--- config.mk ---
export PLATFORM = sky130hd
export DESIGN_NAME = cpu_sequencer
export DESIGN_NICKNAME = d
export VERILOG_FILES = /design/src/rtl/cpu_seq_pkg.sv /design/src/rtl/cpu_sequencer_pc_unit.sv /design/src/rtl/cpu_sequencer.sv
export SDC_FILE = /design/constraint.sdc
export NUM_CORES = 1
export LEC_CHECK = 0
export CORE_AREA = 2 2 68 96
export DETAILED_ROUTE_END_ITERATION = 7
export DIE_AREA = 0 0 70 98
export PLACE_DENSITY = 0.78
export SLEW_MARGIN = 0
export SYNTH_ARGS = -nofsm -noshare
export SYNTH_HDL_FRONTEND = slang
export SYNTH_SLANG_ARGS = --single-unit
--- constraint.sdc ---
create_clock -name clk -period 2.1 [get_ports clk]
set_input_delay 0.42 -clock clk [delete_from_list [all_inputs] [get_ports clk]]
set_output_delay 0.42 -clock clk [all_outputs]
set_load 0.01 [all_outputs]
--- src/rtl/cpu_seq_pkg.sv ---
// Shared encodings for the CPU sequencer: FSM states, decoder classes and branch codes.
// Used by cpu_sequencer and pc_unit.
package cpu_seq_pkg;

  localparam int PC_W  = 15;
  localparam int CNT_W = 16;

  typedef enum logic [2:0] {
    ST_IDLE   = 3'd0,
    ST_FETCH  = 3'd1,
    ST_DECODE = 3'd2,
    ST_EXEC   = 3'd3,
    ST_MEM    = 3'd4,
    ST_WB     = 3'd5
  } state_e;

  typedef enum logic [1:0] {
    IT_R    = 2'd0,
    IT_I    = 2'd1,
    IT_LS   = 2'd2,
    IT_JUMP = 2'd3
  } instr_type_e;

  typedef enum logic [1:0] {
    BR_NONE = 2'd0,
    BR_REL  = 2'd1,
    BR_JUMP = 2'd2,
    BR_RSVD = 2'd3
  } branch_e;

endpackage

--- src/rtl/cpu_sequencer_pc_unit.sv ---
// Program counter register with next-pc selection (relative add, absolute jump, +1).
// The pc only moves when the sequencer pulses load on an instruction's retire cycle.
module pc_unit
  import cpu_seq_pkg::*;
(
  input  logic            clk,
  input  logic            rst,
  input  logic            load,
  input  logic [1:0]      branch,
  input  logic [PC_W-1:0] pc_change,
  input  logic [PC_W-1:0] jump_target,
  output logic [PC_W-1:0] pc
);

  logic [PC_W-1:0] pc_q;
  logic [PC_W-1:0] pc_d;

  always_comb begin
    pc_d = pc_q;
    if (load) begin
      case (branch_e'(branch))
        BR_JUMP: pc_d = jump_target;
        BR_RSVD: pc_d = pc_q + PC_W'(1);
        default: pc_d = pc_q + pc_change;  // wraps modulo 2^PC_W
      endcase
    end
  end

  always_ff @(posedge clk or posedge rst) begin
    if (rst) begin
      pc_q <= '0;
    end else begin
      pc_q <= pc_d;
    end
  end

  assign pc = pc_q;

endmodule

--- src/rtl/cpu_sequencer.sv ---
// Multi-cycle CPU control sequencer: IDLE/FETCH/DECODE/EXEC/MEM/WB with retire counting.
// Define CPU_SEQ_SINGLE_STEP_EN to add a step input; each retire then parks in IDLE.
module cpu_sequencer
  import cpu_seq_pkg::*;
(
  input  logic             clk,
  input  logic             reset,
  input  logic             run,
`ifdef CPU_SEQ_SINGLE_STEP_EN
  input  logic             step,
`endif
  input  logic [1:0]       instr_type,
  input  logic             load_store,
  input  logic [1:0]       branch,
  input  logic [PC_W-1:0]  pc_change,
  input  logic [PC_W-1:0]  jump_target,
  input  logic             mem_ready,
  output logic [PC_W-1:0]  pc,
  output logic             mem_req,
  output logic             mem_we,
  output logic             mem_addr_sel,
  output logic             ir_load,
  output logic             rf_we,
  output logic [2:0]       state,
  output logic [CNT_W-1:0] instr_count
);

  state_e           state_q, state_d;
  logic             mem_req_q, mem_req_d;
  logic             mem_we_q, mem_we_d;
  logic             mem_addr_sel_q, mem_addr_sel_d;
  logic             rf_we_q, rf_we_d;
  logic [CNT_W-1:0] instr_count_q, instr_count_d;
  logic             retire;
  logic             start_ok;
  logic             continue_ok;

`ifdef CPU_SEQ_SINGLE_STEP_EN
  assign start_ok    = run & step;
  assign continue_ok = 1'b0;
`else
  assign start_ok    = run;
  assign continue_ok = run;
`endif

  always_comb begin
    state_d = state_q;
    retire  = 1'b0;
    case (state_q)
      ST_IDLE:   if (start_ok) state_d = ST_FETCH;
      ST_FETCH:  if (mem_ready) state_d = ST_DECODE;
      ST_DECODE: state_d = ST_EXEC;
      ST_EXEC: begin
        case (instr_type_e'(instr_type))
          IT_R, IT_I: state_d = ST_WB;
          IT_LS:      state_d = ST_MEM;
          default:    retire  = 1'b1;
        endcase
      end
      ST_MEM: begin
        if (mem_ready) begin
          if (load_store) retire  = 1'b1;
          else            state_d = ST_WB;
        end
      end
      ST_WB:     retire  = 1'b1;
      default:   state_d = ST_IDLE;  // unused encodings recover to IDLE
    endcase
    if (retire) state_d = continue_ok ? ST_FETCH : ST_IDLE;

    // Strobes are registered from the next state so they line up with state_q.
    mem_req_d      = (state_d == ST_FETCH) || (state_d == ST_MEM);
    mem_addr_sel_d = (state_d == ST_MEM);
    mem_we_d       = (state_d == ST_MEM) && load_store;
    rf_we_d        = (state_d == ST_WB);
    instr_count_d  = retire ? instr_count_q + CNT_W'(1) : instr_count_q;
  end

  always_ff @(posedge clk or posedge reset) begin
    if (reset) begin
      state_q        <= ST_IDLE;
      mem_req_q      <= 1'b0;
      mem_addr_sel_q <= 1'b0;
      mem_we_q       <= 1'b0;
      rf_we_q        <= 1'b0;
      instr_count_q  <= '0;
    end else begin
      state_q        <= state_d;
      mem_req_q      <= mem_req_d;
      mem_addr_sel_q <= mem_addr_sel_d;
      mem_we_q       <= mem_we_d;
      rf_we_q        <= rf_we_d;
      instr_count_q  <= instr_count_d;
    end
  end

  pc_unit u_pc_unit (
    .clk         (clk),
    .rst         (reset),
    .load        (retire),
    .branch      (branch),
    .pc_change   (pc_change),
    .jump_target (jump_target),
    .pc          (pc)
  );

  // Instruction capture must coincide with the memory handshake, so it stays combinational.
  assign ir_load      = (state_q == ST_FETCH) && mem_ready;
  assign mem_req      = mem_req_q;
  assign mem_addr_sel = mem_addr_sel_q;
  assign mem_we       = mem_we_q;
  assign rf_we        = rf_we_q;
  assign state        = state_q;
  assign instr_count  = instr_count_q;

endmodule

Yosys cells after proc, flatten, opt, wreduce, memory -nomap -nowiden
Index checks and enable logic that the tools add are counted.
Widths: inputs -> output; s select.
{"block": "classes", "addsub": 3, "eq_ne": 12, "muxes": 13, "reduce_logical": 7}
{"op": "$pmux 15 s2", "count": 1}
{"op": "$pmux 3 s6", "count": 1}
{"op": "$add 16x1->16 const B", "count": 1}
{"op": "$add 15x1->15 const B", "count": 1}
{"op": "$add 15x15->15", "count": 1}
{"op": "$mux 3", "count": 5}
{"op": "$eq 3x3->1 const B", "count": 4}
{"op": "$eq 2x2->1 const B", "count": 3}
{"op": "$eq 3x1->1 const B", "count": 2}
{"op": "$eq 3x2->1 const B", "count": 2}
{"op": "$pmux 3 s2", "count": 1}
{"op": "$mux 1", "count": 4}
{"op": "$logic_not 3->1", "count": 1}
{"op": "$pmux 1 s3", "count": 1}
{"op": "$reduce_or 3->1", "count": 1}
{"op": "$eq 2x1->1 const B", "count": 1}
{"op": "$logic_and 1x1->1", "count": 2}
{"op": "$logic_not 2->1", "count": 1}
{"op": "$reduce_or 2->1", "count": 1}
{"op": "$logic_or 1x1->1", "count": 1}
{"block": "totals", "ff_bits": 38, "inputBits": 39, "elab_cells": 42}

Depth between registers and ports, before layout
Gate-level depths: netlist (run 1).
{"block": "logic_depth", "ltp_word": 7, "ltp_mapped": 11, "mapped_depth_nobuf": 11}

By module
A second synthesis (run 1) with hierarchy kept.
{"block": "unflattened", "cells_unflattened": 279, "hier_area_um2": 2582.5}
{"mod": "pc_unit", "instances": 1, "cells_each": 180, "area_each_um2": 1446.4, "seq_area_each_um2": 375.4}
{"mod": "cpu_sequencer", "instances": 1, "cells_each": 99, "area_each_um2": 1136.1, "seq_area_each_um2": 575.6}

Worst setup path after synthesis (run 1)
Ideal clock, no wire load.
{"block": "synth_path", "kind": "input -> register", "from": "in branch[0]", "to": "reg u_pc_unit.pc_q[14], in the netlist u_pc_unit.pc[14]", "arrival_time_ns": 2.377, "path_slack_ns": -0.403, "cell_stages": 10, "path_buffers": 1, "path_cell_list": "nand2_1 clkbuf_1 nand2_1 fa_1 nor2b_1 o2111ai_1 a21boi_1 a311oi_2 xnor2_1 a221o_1"}
{"block": "synth_between", "elab_chain_cells": 2}
{"element": "start: declaration", "line_no": "cpu_sequencer.sv:14", "source": "input logic [1:0] branch,"}
{"element": "$eq 2x2->1", "line_no": "cpu_sequencer_pc_unit.sv:21", "source": "case (branch_e'(branch))"}
{"element": "$pmux 15 s2 (*)", "line_no": "cpu_sequencer_pc_unit.sv:21"}
{"element": "end signal: assignment", "line_no": "cpu_sequencer_pc_unit.sv:33", "source": "pc_q <= pc_d;"}
{"element": "end: declaration", "line_no": "cpu_sequencer_pc_unit.sv:15", "source": "logic [PC_W-1:0] pc_q;"}
Mark *: on every way between the ends. The rest lies on a longest branch, timed or not.
A chain may end at the register's enable or synchronous reset.

Worst setup path after layout (run 1)
Ends and elaborated chain as after synthesis.

==> impl_metrics.py, run 1 <==
metrics = {
    "clocking": {
        "htreeDepth": 2,
        "insertion_delay_ps": 290,
        "clockBufferDepth": 2,
        "path_clk_slew_ps": 80,
        "clk_root_buffer_cell": "clkbuf_8",
        "cts_tree": "yes",
        "cts_sinks": 38,
        "cts_inserted_buffers": 5,
    },
    "timing": {
        "hold_slack_ps": 490.4,
        "hold_violations": 0,
        "fmax_mhz": 466.9,
        "slew_headroom": 0.6533,
        "min_period_over_period": 1.020,
        "tightest_slew_ps": 518.2,
        "post-route-min-period_ps": 2142,
        "final.setup.worst_slack_ps": -41.62,
        "finalClockSkew_ps": 5.375,
        "setup_viol_count_final": 1,
        "rsz0062_at_grt": "yes",
        "slew_violations": 0,
    },
    "run": {
        "cap_violations": 0,
    },
    "logic_synthesis": {
        "synth_warnings": 0,
        "synthMostInstantiatedCell": "dfrtp_1",
        "synth_commonest_cells": "38 x dfrtp_1, 27 x nand2_1, 22 x nor2_1, 20 x xnor2_1, 15 x ha_1",
        "synth_compound_area_frac": 0.1819,
        "synth_top_area_frac": 0.3829,
        "synth_edf_count": 0,
        "synth_top_family_by_area": "simple AND/OR/NAND/NOR gates",
        "ys_ff_latch": 38,
        "netlist_instances": 266,
        "yosys.area_share.adder": 0.08363,
        "yosys.area_share.simple": 0.2272,
        "synth-main-ff-cell": "dfrtp_1",
        "yosysSeqAreaShare": 0.3829,
        "synth_area_leaders": "dfrtp_1 38%, ha_1 7.6%, xnor2_1 7.1%, nand2_1 4.1%, nor2_1 3.3%",
        "synthMuxAreaShare": 0,
        "syn_nets": 321,
        "yosysTopAreaCell": "dfrtp_1",
        "yosys.cell_types.count": 53,
        "synth.avg_cell_area_um2": 9.337,
        "netlist_area_um2": 2484,
        "synth_xor_area_frac": 0.08816,
        "ys_async_sr_fraction": 1.000,
    },
    "pwr": {
        "clockPowerShare": 0.144,
        "power.total_mw": 5.274,
        "p_leak_nw": 1.838,
        "vdd_drop_max_uv": 641.7,
        "power_frac_seq": 0.236,
        "p_comb_frac": 0.619,
        "internal_power_mw": 3.267,
        "p_sw_frac": 0.3805,
        "p_sw_mw": 2.007,
        "power.density_nw_per_um2": 1267,
    },
    "die": {
        "coreArea_um2": 6041,
        "dieHeight_um": 98,
        "rows": 34,
        "start_util": 0.4111,
        "dieArea_um2": 6860,
        "ios": 78,
        "die_w_um": 70,
    },
    "route": {
        "routedWlPerCell_um": 16.04,
        "drt_drc_violations_left": 0,
        "routed_wl_um": 7524,
        "drtAntennaViolNets": 0,
        "drt-initial-drc-count": 76,
        "vias": 2525,
        "first_pass_iters": 4,
        "vias_per_cell": 5.384,
    },
    "status": {
        "failed_checks": "negative setup slack",
        "outcome": "finished with violations",
    },
    "global_routing": {
        "grt_first_pass_wirelength_um": 11860,
        "grt_pass1_vias": 2539,
        "track_usage": 0.2143,
        "use_met1": 0.2320,
        "grt_max_degree": 39,
        "top_usage_layer": "met2",
        "antenna_found_initial": 0,
        "grt.met2_usage": 0.4161,
        "grtUsageMet3": 0.03302,
        "grt-ovfl-total": 0,
    },
    "placed_design": {
        "portBuffers": 77,
        "place_congestion": 0.8496,
        "hpwl_um": 5372,
        "place_ws_ps": -961.9,
    },
    "layout": {
        "diodes": 0,
        "drive_gt1_frac": 0.3149,
        "nNetsFinal": 451,
        "syn2layout_area_growth_pct": 67.56,
    },
    "setup_path": {
        "critPathCaptureType": "flip-flop",
        "start_kind": "input port",
        "cp_data_arrival_time_ps": 2330,
        "path_class": "in2reg",
        "cp_max_fo": 6,
        "cp.required_ps": 2290,
    },
    "hold_path": {
        "worstHoldPathType": "reg2reg",
    },
}
-- sequential cells by signal (all words and copies together) (netlist names) --
name	flops
instr_count	16
rf_we	1
state	3
u_pc_unit.pc	15
mem_we	1
mem_addr_sel	1
mem_req	1
-- worst max-delay path, stage by stage --
cell,delay (ps)
buf_4,140
nand2_8,100
buf_6,130
nand2_2,70
fa_2,380
nor2b_4,150
o2111ai_4,120
a21boi_2,220
a311oi_2,140
xnor2_1,150
a221o_1,300
-- stage by stage --
| step | cell area [µm²] | TNS (ps) | utilization | std cells |
|---|---|---|---|---|
| floorplan | 2605 | -434.6 | - | 266 |
| global placement | 3739 | -9237 | 0.6189 | 451 |
| detailed placement | 3739 | -10370 | 0.6189 | 451 |
| CTS | 4063 | -173.0 | 0.6725 | 467 |
| global route | 4161 | -319.4 | 0.6889 | 469 |
| finish | 4161 | -41.62 | 0.6889 | 469 |
-- final cells by class --
cell class                 instances  area, µm²
fill                             461       1879
multi-input combinational        212       1773
timing repair buffer             131       1180
sequential                        38      950.9
tap                               72      90.09
clock buffer                       5      68.82
clock inverter                     3      68.82
inverter                           8      30.03
-- logic make-up after synthesis --
| kind of cell | Yosys count |
|---|---|
| buffers and inverters | 16 |
| flip-flops | 38 |
| adder cells (fa/ha/maj) | 16 |
| AO/OA/AOI/OAI | 61 |
| XOR/XNOR | 25 |
| AND/OR/NAND/NOR | 110 |
-- final timing paths --
kind	to	cells past startpoint	slack [ps]	start
min in group asynchronous	rf_we$_DFF_PP0_	3	530	reset
setup / recovery	u_pc_unit.pc[14]$_DFFE_PP0P_	11	-40	branch[0]
setup reg to reg	u_pc_unit.pc[14]$_DFFE_PP0P_	9	-20	u_pc_unit.pc[0]$_DFFE_PP0P_
hold / removal	instr_count[15]$_DFFE_PP0P_	1	490	instr_count[15]$_DFFE_PP0P_
hold reg to reg	instr_count[15]$_DFFE_PP0P_	1	490	instr_count[15]$_DFFE_PP0P_
max in group asynchronous	instr_count[10]$_DFFE_PP0P_	3	1230	reset
-- power groups by stage --
stage	sequential (mW)	combinational, mW	clock, mW
floorplan	1.28	1.53	0
global placement	1.22	2.76	0
detailed placement	1.23	2.83	0
CTS	1.24	3.09	0.777
global route	1.28	3.51	0.800
finish	1.25	3.27	0.762
-- cells in the final DEF (no fill, tap or decap), types with 3 or more instances in the layout --
| cell type | Yosys | final |
|---|---|---|
| a21oi_1 | 13 | 9 |
| dlygate4sd2_1 | 0 | 9 |
| ha_4 | 0 | 11 |
| clkdlybuf4s50_1 | 0 | 63 |
| buf_4 | 0 | 53 |
| dfrtp_1 | 38 | 38 |
| inv_1 | 8 | 7 |
| a21oi_2 | 1 | 5 |
| a31oi_1 | 7 | 7 |
| xor2_1 | 5 | 5 |
| clkbuf_8 | 2 | 5 |
| xnor2_1 | 20 | 20 |
| o21ai_0 | 7 | 5 |
| a221o_1 | 3 | 3 |
| nand3_1 | 8 | 8 |
| nand2_1 | 27 | 24 |
| and2_4 | 0 | 10 |
| nor2_1 | 22 | 20 |
| nor3_1 | 7 | 7 |
| and2_1 | 13 | 4 |
| a21o_1 | 4 | 4 |
| nand2b_1 | 5 | 4 |
| a211oi_1 | 5 | 3 |
| o21a_1 | 3 | 3 |
| and3_1 | 6 | 5 |
| ha_1 | 15 | 3 |
| nand4_1 | 5 | 5 |
-- per-layer routing --
layer / wire [µm] / part of all wire
met1: 2852 / 0.38
met2: 4169 / 0.55
met3: 287 / 0.038
met4: 214 / 0.028
met5: 0 / 0
-- repair_timing --
action                                 in CTS  in global routing
endpoints found under the hold margin       0                  0
gates resized for setup                    54                 17
hold buffers                                0                  0
pin swaps                                  29                 16
setup buffers                               8                  2
setup endpoints to repair                  14                  9
Note: power is estimated with default switching activity, not from simulation.
==> inputs of run 2 (changes only) <==
--- a/config.mk
+++ b/config.mk
@@ -5,10 +5,11 @@
 export SDC_FILE = /design/constraint.sdc
 export NUM_CORES = 1
 export LEC_CHECK = 0
-export CORE_AREA = 2 2 68 96
+export CORE_AREA = 2 2 75 105
 export DETAILED_ROUTE_END_ITERATION = 7
-export DIE_AREA = 0 0 70 98
-export PLACE_DENSITY = 0.78
+export DIE_AREA = 0 0 77 107
+export PLACE_DENSITY = 0.71
+export SETUP_SLACK_MARGIN = 0.02
 export SLEW_MARGIN = 0
 export SYNTH_ARGS = -nofsm -noshare
 export SYNTH_HDL_FRONTEND = slang
==> run 2 against run 1 <==
Compared with the run above: the run still ends with negative setup slack left; worst hold slack worse by 15 ps; power up 1.1%; clock power about the same; final cell count up 7.2%; critical path depth down 2; setup slack better by 17 ps; die area up 20%.
==> impl_metrics.py, run 2 (synthesis gave the netlist of run 1 again) <==
metrics = {
    "timing": {
        "setup_viol_count_final": 1,
        "hold_violations": 0,
        "hold_slack_ps": 475.0,
        "post-route-min-period_ps": 2125,
        "rsz0062_at_grt": "yes",
        "final.setup.worst_slack_ps": -24.84,
        "slew_violations": 0,
        "min_period_over_period": 1.012,
        "finalClockSkew_ps": 7.763,
        "tns_ps": -24.84,
        "tightest_slew_ps": 497.5,
        "fmax_mhz": 470.6,
        "slew_headroom": 0.6683,
    },
    "route": {
        "vias_per_cell": 5.000,
        "routedWlPerCell_um": 14.71,
        "vias": 2515,
        "first_pass_iters": 4,
        "drt-initial-drc-count": 61,
        "routed_wl_um": 7398,
        "drt_drc_violations_left": 0,
        "drtAntennaViolNets": 0,
    },
    "clocking": {
        "cts_hold_buffers": 0,
        "cts_tree": "yes",
        "path_clk_slew_ps": 90,
        "htreeDepth": 2,
        "clk_root_buffer_cell": "clkbuf_8",
        "cts_sinks": 38,
        "insertion_delay_ps": 290,
        "cts_inserted_buffers": 5,
        "clockBufferDepth": 2,
    },
    "layout": {
        "instances_no_fill": 503,
        "register_area_um2": 950.9,
        "postLayoutCoreUtil": 0.5855,
        "multiInputGateArea_um2": 1778,
        "layout_commonest_cell": "clkdlybuf4s50_1",
        "drive_gt1_frac": 0.3276,
        "largest_register_ffs": 16,
        "diodes": 0,
        "final_cell_mix": "64 x clkdlybuf4s50_1, 59 x buf_4, 38 x dfrtp_1",
        "fillers": 680,
        "syn2layout_area_growth_pct": 72.44,
        "nNetsFinal": 460,
    },
    "global_routing": {
        "grt_max_degree": 39,
        "grt-ovfl-total": 0,
        "track_usage": 0.1814,
        "grt_pass1_vias": 2577,
        "grt_first_pass_wirelength_um": 11920,
        "antenna_found_initial": 0,
    },
    "die": {
        "ios": 78,
        "dieHeight_um": 107,
        "coreArea_um2": 7315,
        "dieArea_um2": 8239,
        "rows": 37,
        "start_util": 0.3395,
        "die_w_um": 77,
    },
    "status": {
        "failed_checks": "negative setup slack",
        "outcome": "finished with violations",
    },
    "hold_path": {
        "worstHoldPathType": "reg2reg",
    },
    "setup_path": {
        "cp.required_ps": 2290,
        "critPathCaptureType": "flip-flop",
        "cp_max_fo": 3,
        "start_kind": "flip-flop",
        "path_class": "reg2reg",
        "cp_data_arrival_time_ps": 2310,
    },
    "pwr": {
        "p_leak_nw": 1.880,
        "power.density_nw_per_um2": 1245,
        "vdd_drop_max_uv": 655.4,
    },
    "placed_design": {
        "place_congestion": 0.8372,
        "hpwl_um": 5559,
        "portBuffers": 77,
        "place_ws_ps": -917.6,
        "dp.cells": 487,
    },
    "run": {
        "cap_violations": 0,
    },
}
-- run 2: where the power goes --
part | internal [mW] | switching [mW]
clock | 0.476 | 0.284
combinational | 1.89 | 1.44
sequential | 0.961 | 0.285
-- run 2: routing by layer --
metal | global-route usage | up-vias | share of wire
met5 | 0 | - | 0
met4 | 0.05102 | 0 | 0.015
met3 | 0.02694 | 11 | 0.035
met2 | 0.3584 | 67 | 0.56
met1 | 0.1976 | 1212 | 0.39
li1 | - | 1225 | -
-- run 2: final timing paths --
path                                             startpoint  slack, ps                           end  depth (start not counted)
worst max-delay path            u_pc_unit.pc[0]$_DFFE_PP0P_        -20  u_pc_unit.pc[14]$_DFFE_PP0P_                          9
worst min-delay path            instr_count[15]$_DFFE_PP0P_        480   instr_count[15]$_DFFE_PP0P_                          1
worst max register to register  u_pc_unit.pc[0]$_DFFE_PP0P_        -20  u_pc_unit.pc[14]$_DFFE_PP0P_                          9
worst min register to register  instr_count[15]$_DFFE_PP0P_        480   instr_count[15]$_DFFE_PP0P_                          1
max in group asynchronous                             reset       1200   u_pc_unit.pc[1]$_DFFE_PP0P_                          3
min in group asynchronous                             reset        560   instr_count[10]$_DFFE_PP0P_                          3
-- run 2: final cells by class --
type | instances | area share
multi-input cells | 212 | 0.4151
repair buffers | 140 | 0.2954
well taps | 97 | 0.02834
inverters | 8 | 0.007011
clock buffers | 5 | 0.01607
flip-flops and latches | 38 | 0.2220
clock inverters | 3 | 0.01607
-- run 2: per-stage QoR --
| step | area (µm²) | power (mW) |
|---|---|---|
| final | 4283 | 5.334 |
| after global routing | 4283 | 5.698 |
| after CTS | 4205 | 5.208 |
| after detailed placement | 3852 | 4.132 |
| after global placement | 3852 | 4.068 |
| after floorplan | 2605 | 2.809 |
-- run 2: what timing repair did --
item	in CTS	in global routing
setup buffers	5	3
resized for setup	65	11
endpoints found under the setup margin	14	10
pin swaps	33	16
-- run 2: critical path, cell delays in order, from the launching register on --
cell and delay, ps:
dfrtp_1 410, ha_4 160, inv_2 30, fa_2 350, nor2b_4 160, o2111ai_4 150
a21boi_2 210, a311oi_2 130, xnor2_1 140, a221o_1 290
==> inputs of run 3 (changes only) <==
--- a/config.mk
+++ b/config.mk
@@ -5,12 +5,13 @@
 export SDC_FILE = /design/constraint.sdc
 export NUM_CORES = 1
 export LEC_CHECK = 0
-export CORE_AREA = 2 2 75 105
+export CORE_AREA = 2 2 76 107
 export DETAILED_ROUTE_END_ITERATION = 7
-export DIE_AREA = 0 0 77 107
+export DIE_AREA = 0 0 78 109
 export PLACE_DENSITY = 0.71
 export SETUP_SLACK_MARGIN = 0.02
 export SLEW_MARGIN = 0
 export SYNTH_ARGS = -nofsm -noshare
 export SYNTH_HDL_FRONTEND = slang
+export SYNTH_HIERARCHICAL = 1
 export SYNTH_SLANG_ARGS = --single-unit
==> run 3 against run 2 <==
Compared with the run above: the flow still finishes with violations (negative setup slack); critical path depth stayed put; first-iteration DRC count rose by 110%; core utilization fell by 4.1 points; routed wire length shrank 1.0%; clock-buffer cell count is the same; non-clock buffer count decreased by 18; global-route usage is 0.057 points lower; clock power about the same; flip-flop and latch count unchanged; fmax shrank 2.8%; largest power group unchanged.
==> impl_metrics.py, run 3 <==
metrics = {
    "route": {
        "drtAntennaViolNets": 0,
        "first_pass_iters": 4,
        "drt_drc_violations_left": 0,
        "routed_wl_um": 7322,
        "vias": 2490,
        "vias_per_cell": 4.980,
        "drt-initial-drc-count": 129,
        "routedWlPerCell_um": 14.64,
    },
    "status": {
        "failed_checks": "negative setup slack",
        "outcome": "finished with violations",
    },
    "clocking": {
        "cts_hold_buffers": 0,
        "cts_tree": "yes",
        "cts_sinks": 38,
        "htreeDepth": 2,
        "clockBufferDepth": 2,
        "path_clk_slew_ps": 80,
        "cts_inserted_buffers": 5,
        "clk_root_buffer_cell": "clkbuf_8",
        "insertion_delay_ps": 290,
    },
    "pwr": {
        "vdd_drop_max_uv": 800.3,
        "p_comb_frac": 0.620,
        "internal_power_mw": 3.272,
        "p_sw_mw": 2.040,
        "power_frac_seq": 0.237,
        "clockPowerShare": 0.143,
        "p_sw_frac": 0.3840,
        "p_leak_nw": 1.814,
        "power.density_nw_per_um2": 1282,
    },
    "layout": {
        "postLayoutCoreUtil": 0.5446,
        "layout_commonest_cell": "clkdlybuf4s50_1",
        "nNetsFinal": 454,
        "final_cell_mix": "67 x clkdlybuf4s50_1, 40 x buf_4, 38 x dfrtp_1",
        "diodes": 0,
        "largest_register_ffs": 16,
        "multiInputGateArea_um2": 1743,
        "fillers": 671,
        "drive_gt1_frac": 0.2500,
        "register_area_um2": 950.9,
        "syn2layout_area_growth_pct": 60.42,
    },
    "setup_path": {
        "cp_max_fo": 4,
        "rr_endpoint": "u_pc_unit/pc[12]$_DFFE_PP0P_",
        "cp_data_arrival_time_ps": 2350,
        "start_kind": "input port",
        "cp.required_ps": 2270,
        "r2r_cells": 9,
        "path_class": "in2reg",
        "critPathCaptureType": "flip-flop",
        "r2r_slack_ps": -80,
        "regToRegStartpoint": "u_pc_unit/pc[0]$_DFFE_PP0P_",
    },
    "run": {
        "cap_violations": 0,
    },
    "global_routing": {
        "grt-ovfl-total": 0,
        "grt_first_pass_wirelength_um": 12160,
        "antenna_found_initial": 0,
        "grt_max_degree": 24,
        "track_usage": 0.1808,
        "grt_pass1_vias": 2625,
    },
    "hold_path": {
        "worstHoldPathType": "in2async",
    },
    "logic_synthesis": {
        "ys_async_sr_fraction": 1.000,
        "netlist_instances": 279,
        "yosysSeqAreaShare": 0.3682,
        "synth_edf_count": 0,
        "netlist_area_um2": 2582,
        "synth_top_area_frac": 0.3682,
        "synthMostInstantiatedCell": "dfrtp_1",
        "syn_nets": 334,
        "synth_commonest_cells": "38 x dfrtp_1, 30 x nand2_1, 18 x xnor2_1, 16 x and2_1",
        "synth_area_leaders": "dfrtp_1 37%, ha_1 7.3%, xnor2_1 6.1%, nand2_1 4.4%, and2_1 3.9%",
        "yosys.cell_types.count": 58,
        "ys_ff_latch": 38,
        "yosysTopAreaCell": "dfrtp_1",
        "synth-main-ff-cell": "dfrtp_1",
        "synth.avg_cell_area_um2": 9.256,
        "synth_warnings": 6,
    },
    "timing": {
        "hold_slack_ps": 468.2,
        "final.setup.worst_slack_ps": -87.16,
        "fmax_mhz": 457.2,
        "tightest_slew_ps": 341.7,
        "rsz0062_at_grt": "yes",
        "post-route-min-period_ps": 2187,
        "slew_headroom": 0.7722,
        "min_period_over_period": 1.042,
        "setup_viol_count_final": 2,
        "finalClockSkew_ps": 10.76,
        "tns_ps": -114.1,
        "hold_violations": 0,
        "slew_violations": 0,
    },
    "die": {
        "dieArea_um2": 8502,
        "dieHeight_um": 109,
        "die_w_um": 78,
        "rows": 38,
        "coreArea_um2": 7607,
        "ios": 78,
        "start_util": 0.3395,
    },
    "placed_design": {
        "hpwl_um": 5659,
        "place_congestion": 0.9185,
        "portBuffers": 77,
    },
}
## run 3: stage by stage
| step | setup WS (ps) | area, µm² | total power [mW] | std cells |
|---|---|---|---|---|
| 2_1_floorplan | -11.64 | 2666 | 2.888 | 279 |
| 3_3_place_gp | -742.3 | 3810 | 4.114 | 485 |
| 3_5_place_dp | -834.2 | 3810 | 4.184 | 485 |
| 4_1_cts | -115.7 | 4034 | 5.117 | 498 |
| 5_1_grt | -119.4 | 4143 | 5.715 | 500 |
| 6_report | -87.16 | 4143 | 5.312 | 500 |
## run 3: cell families after synthesis
logic type      count (synthesis)  share of synthesized area
compound gates                 65                     0.1788
xor+xnor                       27                    0.09157
fa+ha+maj                      16                    0.08043
buf+inv                        22                    0.03682
flops                          38                     0.3682
mux                             4                    0.01744
simple gates                  107                     0.2267
## run 3: power by group through the flow
| stage | logic, mW | clock network [mW] | registers (mW) |
|---|---|---|---|
| after floorplan | 1.59 | 0 | 1.30 |
| after global placement | 2.85 | 0 | 1.26 |
| after detailed placement | 2.92 | 0 | 1.26 |
| after CTS | 3.06 | 0.788 | 1.26 |
| after global routing | 3.59 | 0.823 | 1.31 |
| final | 3.29 | 0.761 | 1.26 |
## run 3: worst max-delay path by stage
| stage | cells past startpoint | slack, ps | to | start |
|---|---|---|---|---|
| 3_3_place_gp | 11 | -740 | u_pc_unit/pc[12]$_DFFE_PP0P_ | branch[1] |
| 2_1_floorplan | 10 | -10 | u_pc_unit/pc[11]$_DFFE_PP0P_ | branch[0] |
| 5_1_grt | 9 | -120 | u_pc_unit/pc[12]$_DFFE_PP0P_ | u_pc_unit/pc[0]$_DFFE_PP0P_ |
| 6_report | 9 | -90 | u_pc_unit/pc[12]$_DFFE_PP0P_ | pc_change[3] |
| 3_5_place_dp | 11 | -830 | u_pc_unit/pc[11]$_DFFE_PP0P_ | branch[1] |
| 4_1_cts | 9 | -120 | u_pc_unit/pc[12]$_DFFE_PP0P_ | u_pc_unit/pc[0]$_DFFE_PP0P_ |
## run 3: critical path: stages
cell	delay [ps]
clkdlybuf4s50_1	450
and2_1	150
ha_4	220
o21a_1	210
o31a_4	130
o211ai_1	300
a32oi_1	170
xnor2_1	190
o221ai_1	120
## run 3: layout make-up
class | count | area share
Timing Repair Buffer | 122 | 0.2745
Clock buffer | 5 | 0.01661
Clock inverter | 3 | 0.01661
Inverter | 13 | 0.01178
Multi-Input combinational cell | 219 | 0.4207
Sequential cell | 38 | 0.2295
Tap cell | 100 | 0.03020
## run 3: timing repair
| action | CTS | global route |
|---|---|---|
| pin swaps | 25 | 25 |
| endpoints found under the setup margin | 14 | 11 |
| gates resized for setup | 34 | 22 |
| buffers inserted | 5 | 2 |
| endpoints found under the hold margin | 0 | 0 |
## run 3: metal layers
| layer | GRT usage | up-vias | wire length (µm) |
|---|---|---|---|
| li1 | - | 1227 | - |
| met1 | 0.2003 | 1173 | 2843 |
| met2 | 0.3498 | 73 | 4040 |
| met3 | 0.02483 | 17 | 240 |
| met4 | 0.06266 | 0 | 197 |
| met5 | 0 | - | 0 |
==> RTL change 1: new RTL, settings of run 1 <==
Change the package constant `PC_W` from 15 to 13.
--- a/src/rtl/cpu_seq_pkg.sv
+++ b/src/rtl/cpu_seq_pkg.sv
@@ -2,7 +2,7 @@
 // Used by cpu_sequencer and pc_unit.
 package cpu_seq_pkg;
 
-  localparam int PC_W  = 15;
+  localparam int PC_W  = 13;
   localparam int CNT_W = 16;
 
   typedef enum logic [2:0] {
Ports: changed (resized jump_target, pc and pc_change); port bits go from 78 to 72. The function was not compared with the original's and may differ.
==> RTL change 1 against run 1 <==
Wire length shrank 16%; design area is 12% lower; worst setup slack better by 0.11 ns; power down 14%; sequential cell count down 2; synthesized cell count decreased by 7.9%; area after synthesis decreased by 8.4%; register-to-register slack improved by 0.09 ns; non-clock buffer count down 15; sequential power down 9%; combinational power shrank 15%.
==> RTL change 1: results (changes against run 1) <==
.. list-table::
   :header-rows: 1

   * - Metric
     - Value
   * - PortBufs
     - 71 (-7.8%)
   * - Register cell area after layout
     - 900.9 sq um (-5.3%)
   * - Count of instances resized after the clock tree is built
     - 24 (-56%)
   * - Filler instances
     - 532 (+15%)
   * - Total via count in the routed design
     - 2,250 (-11%)
   * - # setup viols final
     - 0 (-1)
   * - Sinks on Clock Net
     - 36 (-5.3%)
   * - GR met1 Demand/Resource
     - 22.04% (-1.2 points)
   * - LEAKAGE
     - 1.616 nW (-12%)
   * - Multiplexer fraction of the synthesized cell area
     - 0.4400% (+0.44 points)
   * - Multi-input logic portion of the cell area
     - 40.81% (-1.8 points)
   * - Largest net degree at the start of global routing
     - 37 (-5.1%)
   * - Count of multi-input combinational gates
     - 194 (-8.5%)
   * - Outcome
     - complete, no violations
   * - Met2 Use GR
     - 35.31% (-6.3 points)
   * - Peak VDD IR
     - 0.6795 mV (+5.9%)
   * - Met3 global-route usage
     - 3.406% (+0.10 points)
   * - Post-Synth XOR/XNOR Area
     - 9.241% (+0.42 points)
   * - Fraction of final layout cells with drive strength greater than 1
     - 24.38% (-7.1 points)
   * - Layout Skew
     - 0.008354 ns (+0.002979 ns)
   * - Family with the most delay on the worst path
     - adder cells
   * - Critical path's largest stage delay
     - 0.41 ns (+0.03 ns)
   * - Global router's overall resource usage
     - 19.13% (-2.3 points)
   * - Post-CTS setup buffer count
     - 3 (-5)
   * - Non-CTS buffers
     - 116 (-11%)
   * - Wire length reported by the detailed router
     - 6.354 mm (-16%)
   * - Post-synthesis adder-cell area fraction
     - 8.031% (-0.33 points)
   * - Proportion of synthesized chip area in sequential cells
     - 39.60% (+1.3 points)
   * - Post-synth top cells
     - dfrtp_1 (36), nand2_1 (25), xnor2_1 (19)
   * - Syn Nets
     - 294 (-8.4%)
   * - CP Max Fanout
     - 2 (-4)
   * - Worst-Margin Slew
     - 0.4605 ns (-0.05765 ns)
   * - Final HPWL from detailed placement
     - 4.915 mm (-8.5%)
   * - Power Combinational
     - 2.77 mW (-15%)
   * - Startpoint type of the worst setup path
     - flip-flop
   * - Final Wtd Congestion
     - 0.8621 (+1.5%)
   * - Fraction of area in non-clock buffers
     - 28.31% (-0.046 points)
   * - Post-layout nets
     - 409 (-9.3%)
   * - Power spent charging and discharging nets
     - 1.727 mW (-14%)
   * - Met1 wire length
     - 2.562 mm (-10%)
   * - Number of inverters outside the clock class in the layout
     - 7 (-1)
-- RTL change 1: path summary, 6_finish.rpt --
check | endpoint | slack (ns) | depth (start not counted)
hold / removal | instr_count[15]$_DFFE_PP0P_ | 0.49 | 1
setup reg to reg | u_pc_unit.pc[6]$_DFFE_PP0P_ | 0.07 | 9
min in group asynchronous | state[2]$_DFF_PP0_ | 0.54 | 3
hold reg to reg | instr_count[15]$_DFFE_PP0P_ | 0.49 | 1
setup / recovery | u_pc_unit.pc[6]$_DFFE_PP0P_ | 0.07 | 9
max in group asynchronous | instr_count[7]$_DFFE_PP0P_ | 1.23 | 3
-- RTL change 1: metrics by stage --
stage               setup slack (ns)  power (mW)  cell area [sq um]  cells
detailed placement           -0.7330       3.687               3401    420
global route                -0.06499       4.857               3642    433
CTS                         -0.04106       4.468               3628    431
floorplan                   -0.01122       2.530               2338    245
global placement             -0.6445       3.643               3401    420
finish                       0.06649       4.530               3642    433
==> RTL change 2: new RTL, config.mk and constraints of run 1 <==
Made on the original files. Add an input register stage for `jump_target`, with the module's reset; this delays it by one clock. The other inputs are not delayed to match.
--- a/src/rtl/cpu_sequencer.sv
+++ b/src/rtl/cpu_sequencer.sv
@@ -24,6 +24,16 @@
   output logic [2:0]       state,
   output logic [CNT_W-1:0] instr_count
 );
+
+  logic [PC_W-1:0] jump_target_q;
+
+  always_ff @(posedge clk or posedge reset) begin
+    if (reset) begin
+      jump_target_q <= '0;
+    end else begin
+      jump_target_q <= jump_target;
+    end
+  end
 
   state_e           state_q, state_d;
   logic             mem_req_q, mem_req_d;
@@ -100,7 +110,7 @@
     .load        (retire),
     .branch      (branch),
     .pc_change   (pc_change),
-    .jump_target (jump_target),
+    .jump_target (jump_target_q),
     .pc          (pc)
   );
 
Formal check against the unedited RTL: not equivalent (Yosys sat finds a counterexample within 10 cycles, from zero or initial values and one cycle with reset high).
==> RTL change 2 against run 1 <==
The flow still finishes with violations (setup timing); design area rose by 8.6%; sequential power rose by 27%; sequential share of layout area is 6.5 points higher; die area stayed put; worst setup slack better by 0.013 ns; combinational power is essentially flat; critical endpoint unchanged; area after synthesis is 17% higher; clock skew grew 0.0020 ns; power increased by 5.2%; clock power decreased by 8.7%; sequential cell count up 15; wire length increased by 3.7%; count of clock-buffer cells in the layout is 1 higher.
==> RTL change 2: results (changes against run 1) <==
.. list-table::
   :header-rows: 1

   * - Metric
     - Value
   * - Largest net degree at the start of global routing
     - 54 (+38%)
   * - First-pass GRT wire length
     - 13.05 mm (+10%)
   * - # setup viols final
     - 1 (unchanged)
   * - Detailed Route Iter0 Violations
     - 153 (+100%)
   * - Syn Nets
     - 346 (+7.8%)
   * - Final setup TNS
     - -0.02812 ns (+0.01350 ns)
   * - Slowest CP cell
     - dfrtp_1
   * - Post-layout nets
     - 474 (+5.1%)
   * - Global router's overall resource usage
     - 23.62% (+2.2 points)
   * - Fraction of final layout cells with drive strength greater than 1
     - 28.33% (-3.2 points)
   * - Worst-Margin Slew
     - 0.4938 ns (-0.02444 ns)
   * - Clk Latency, worst-skew pair
     - 0.31 ns (+0.02 ns)
   * - Filler instances
     - 425 (-7.8%)
   * - Post-DR wirelength/cell
     - 15.86 um (-1.2%)
   * - Post-synth top cells
     - dfrtp_1 (53), nand2_1 (27), nor2_1 (24)
   * - Non-filler cells, final
     - 492 (+4.9%)
   * - Minimum setup slack after placement
     - -0.8644 ns (+0.09748 ns)
   * - Worst path setup slack after routing
     - -0.02812 ns (+0.01350 ns)
   * - Final Wtd Congestion
     - 0.9225 (+8.6%)
   * - Final HPWL from detailed placement
     - 5.794 mm (+7.9%)
   * - Most area-consuming cells after synthesis
     - dfrtp_1 (45%), ha_1 (6.4%), xnor2_1 (5.1%)
   * - LEAKAGE
     - 2.001 nW (+8.8%)
   * - Critical path's largest stage delay
     - 0.41 ns (+0.03 ns)
   * - Library cells used by synthesis
     - 51 (-3.8%)
   * - Worst Setup SP
     - u_pc_unit.pc[0]$_DFFE_PP0P_
   * - Outcome
     - finished, violations left
   * - Violated checks
     - setup timing
==> RTL change 2: changes by cell type after synthesis, moves of 3 or more <==
cell | run 1 | this run
dfrtp_1 | 38 | 53
and3_1 | 6 | 10
a21oi_1 | 13 | 16
and3_2 | 3 | 0
nand3_1 | 8 | 11
nor3_1 | 7 | 4
nor3_2 | 0 | 3
xnor2_1 | 20 | 17
==> RTL change 2: worst paths after layout <==
kind                                           endpoint  slack, ns  cells past startpoint
hold reg to reg             instr_count[15]$_DFFE_PP0P_       0.47                      1
hold / removal              instr_count[15]$_DFFE_PP0P_       0.47                      1
max in group asynchronous   u_pc_unit.pc[6]$_DFFE_PP0P_       1.36                      3
setup reg to reg           u_pc_unit.pc[14]$_DFFE_PP0P_      -0.03                      9
setup / recovery           u_pc_unit.pc[14]$_DFFE_PP0P_      -0.03                      9
min in group asynchronous    instr_count[3]$_DFFE_PP0P_       0.49                      3
==> RTL change 2: timing repair <==
action | 4_1_cts | 5_1_grt
gates resized for setup | 35 | 14
setup buffers | 3 | 0
hold endpoints to repair | 0 | 0
pin swaps | 15 | 10
setup endpoints to repair | 14 | 8
==> RTL change 2: final cells by class <==
class	instances	area [sq um]	share of cell area, %
sequential	53	1326	29.34
tap	72	90.09	1.993
clock inverter	2	38.79	0.8580
inverter	11	41.29	0.9134
clock buffer	6	72.57	1.605
timing repair buffer	128	1157	25.60
multi-input combinational	220	1794	39.69
==> RTL change 2: power breakdown <==
part	switching (mW)	total [mW]	internal, mW	leakage (nW)
clock network	0.338	0.696	0.358	0.0554
logic	1.46	3.26	1.80	1.30
registers	0.329	1.59	1.26	0.645
total	2.13	5.55	3.42	2.00
==> RTL change 2: metal layers <==
layer  vias up  global-route usage (%)  part of all wire, %
li1       1283                       -                    -
met1      1297                   27.90                   40
met2        75                   41.90                   53
met3        20                   3.715                  3.4
met4         0                   10.50                  3.4
met5         -                       0                    0
==> RTL change 2: cells by family (layout without fill, tap and decap cells) <==
| group | Yosys count | in the layout | synth area share (%) |
|---|---|---|---|
| xor+xnor | 24 | 24 | 7.210 |
| buf+inv | 18 | 147 | 2.404 |
| simple gates | 116 | 116 | 21.29 |
| flops | 53 | 53 | 45.49 |
| compound gates | 64 | 64 | 16.48 |
| fa+ha+maj | 16 | 16 | 7.124 |
==> RTL change 2: stage by stage <==
stage                     power [mW]  hold slack [ns]  instance area [sq um]
final                          5.548           0.4680                   4521
after floorplan                3.229           0.4514                   3049
after CTS                      5.443           0.4746                   4468
after global routing           5.931           0.5153                   4521
after global placement         4.488           0.4555                   4244
after detailed placement       4.560           0.4581                   4244
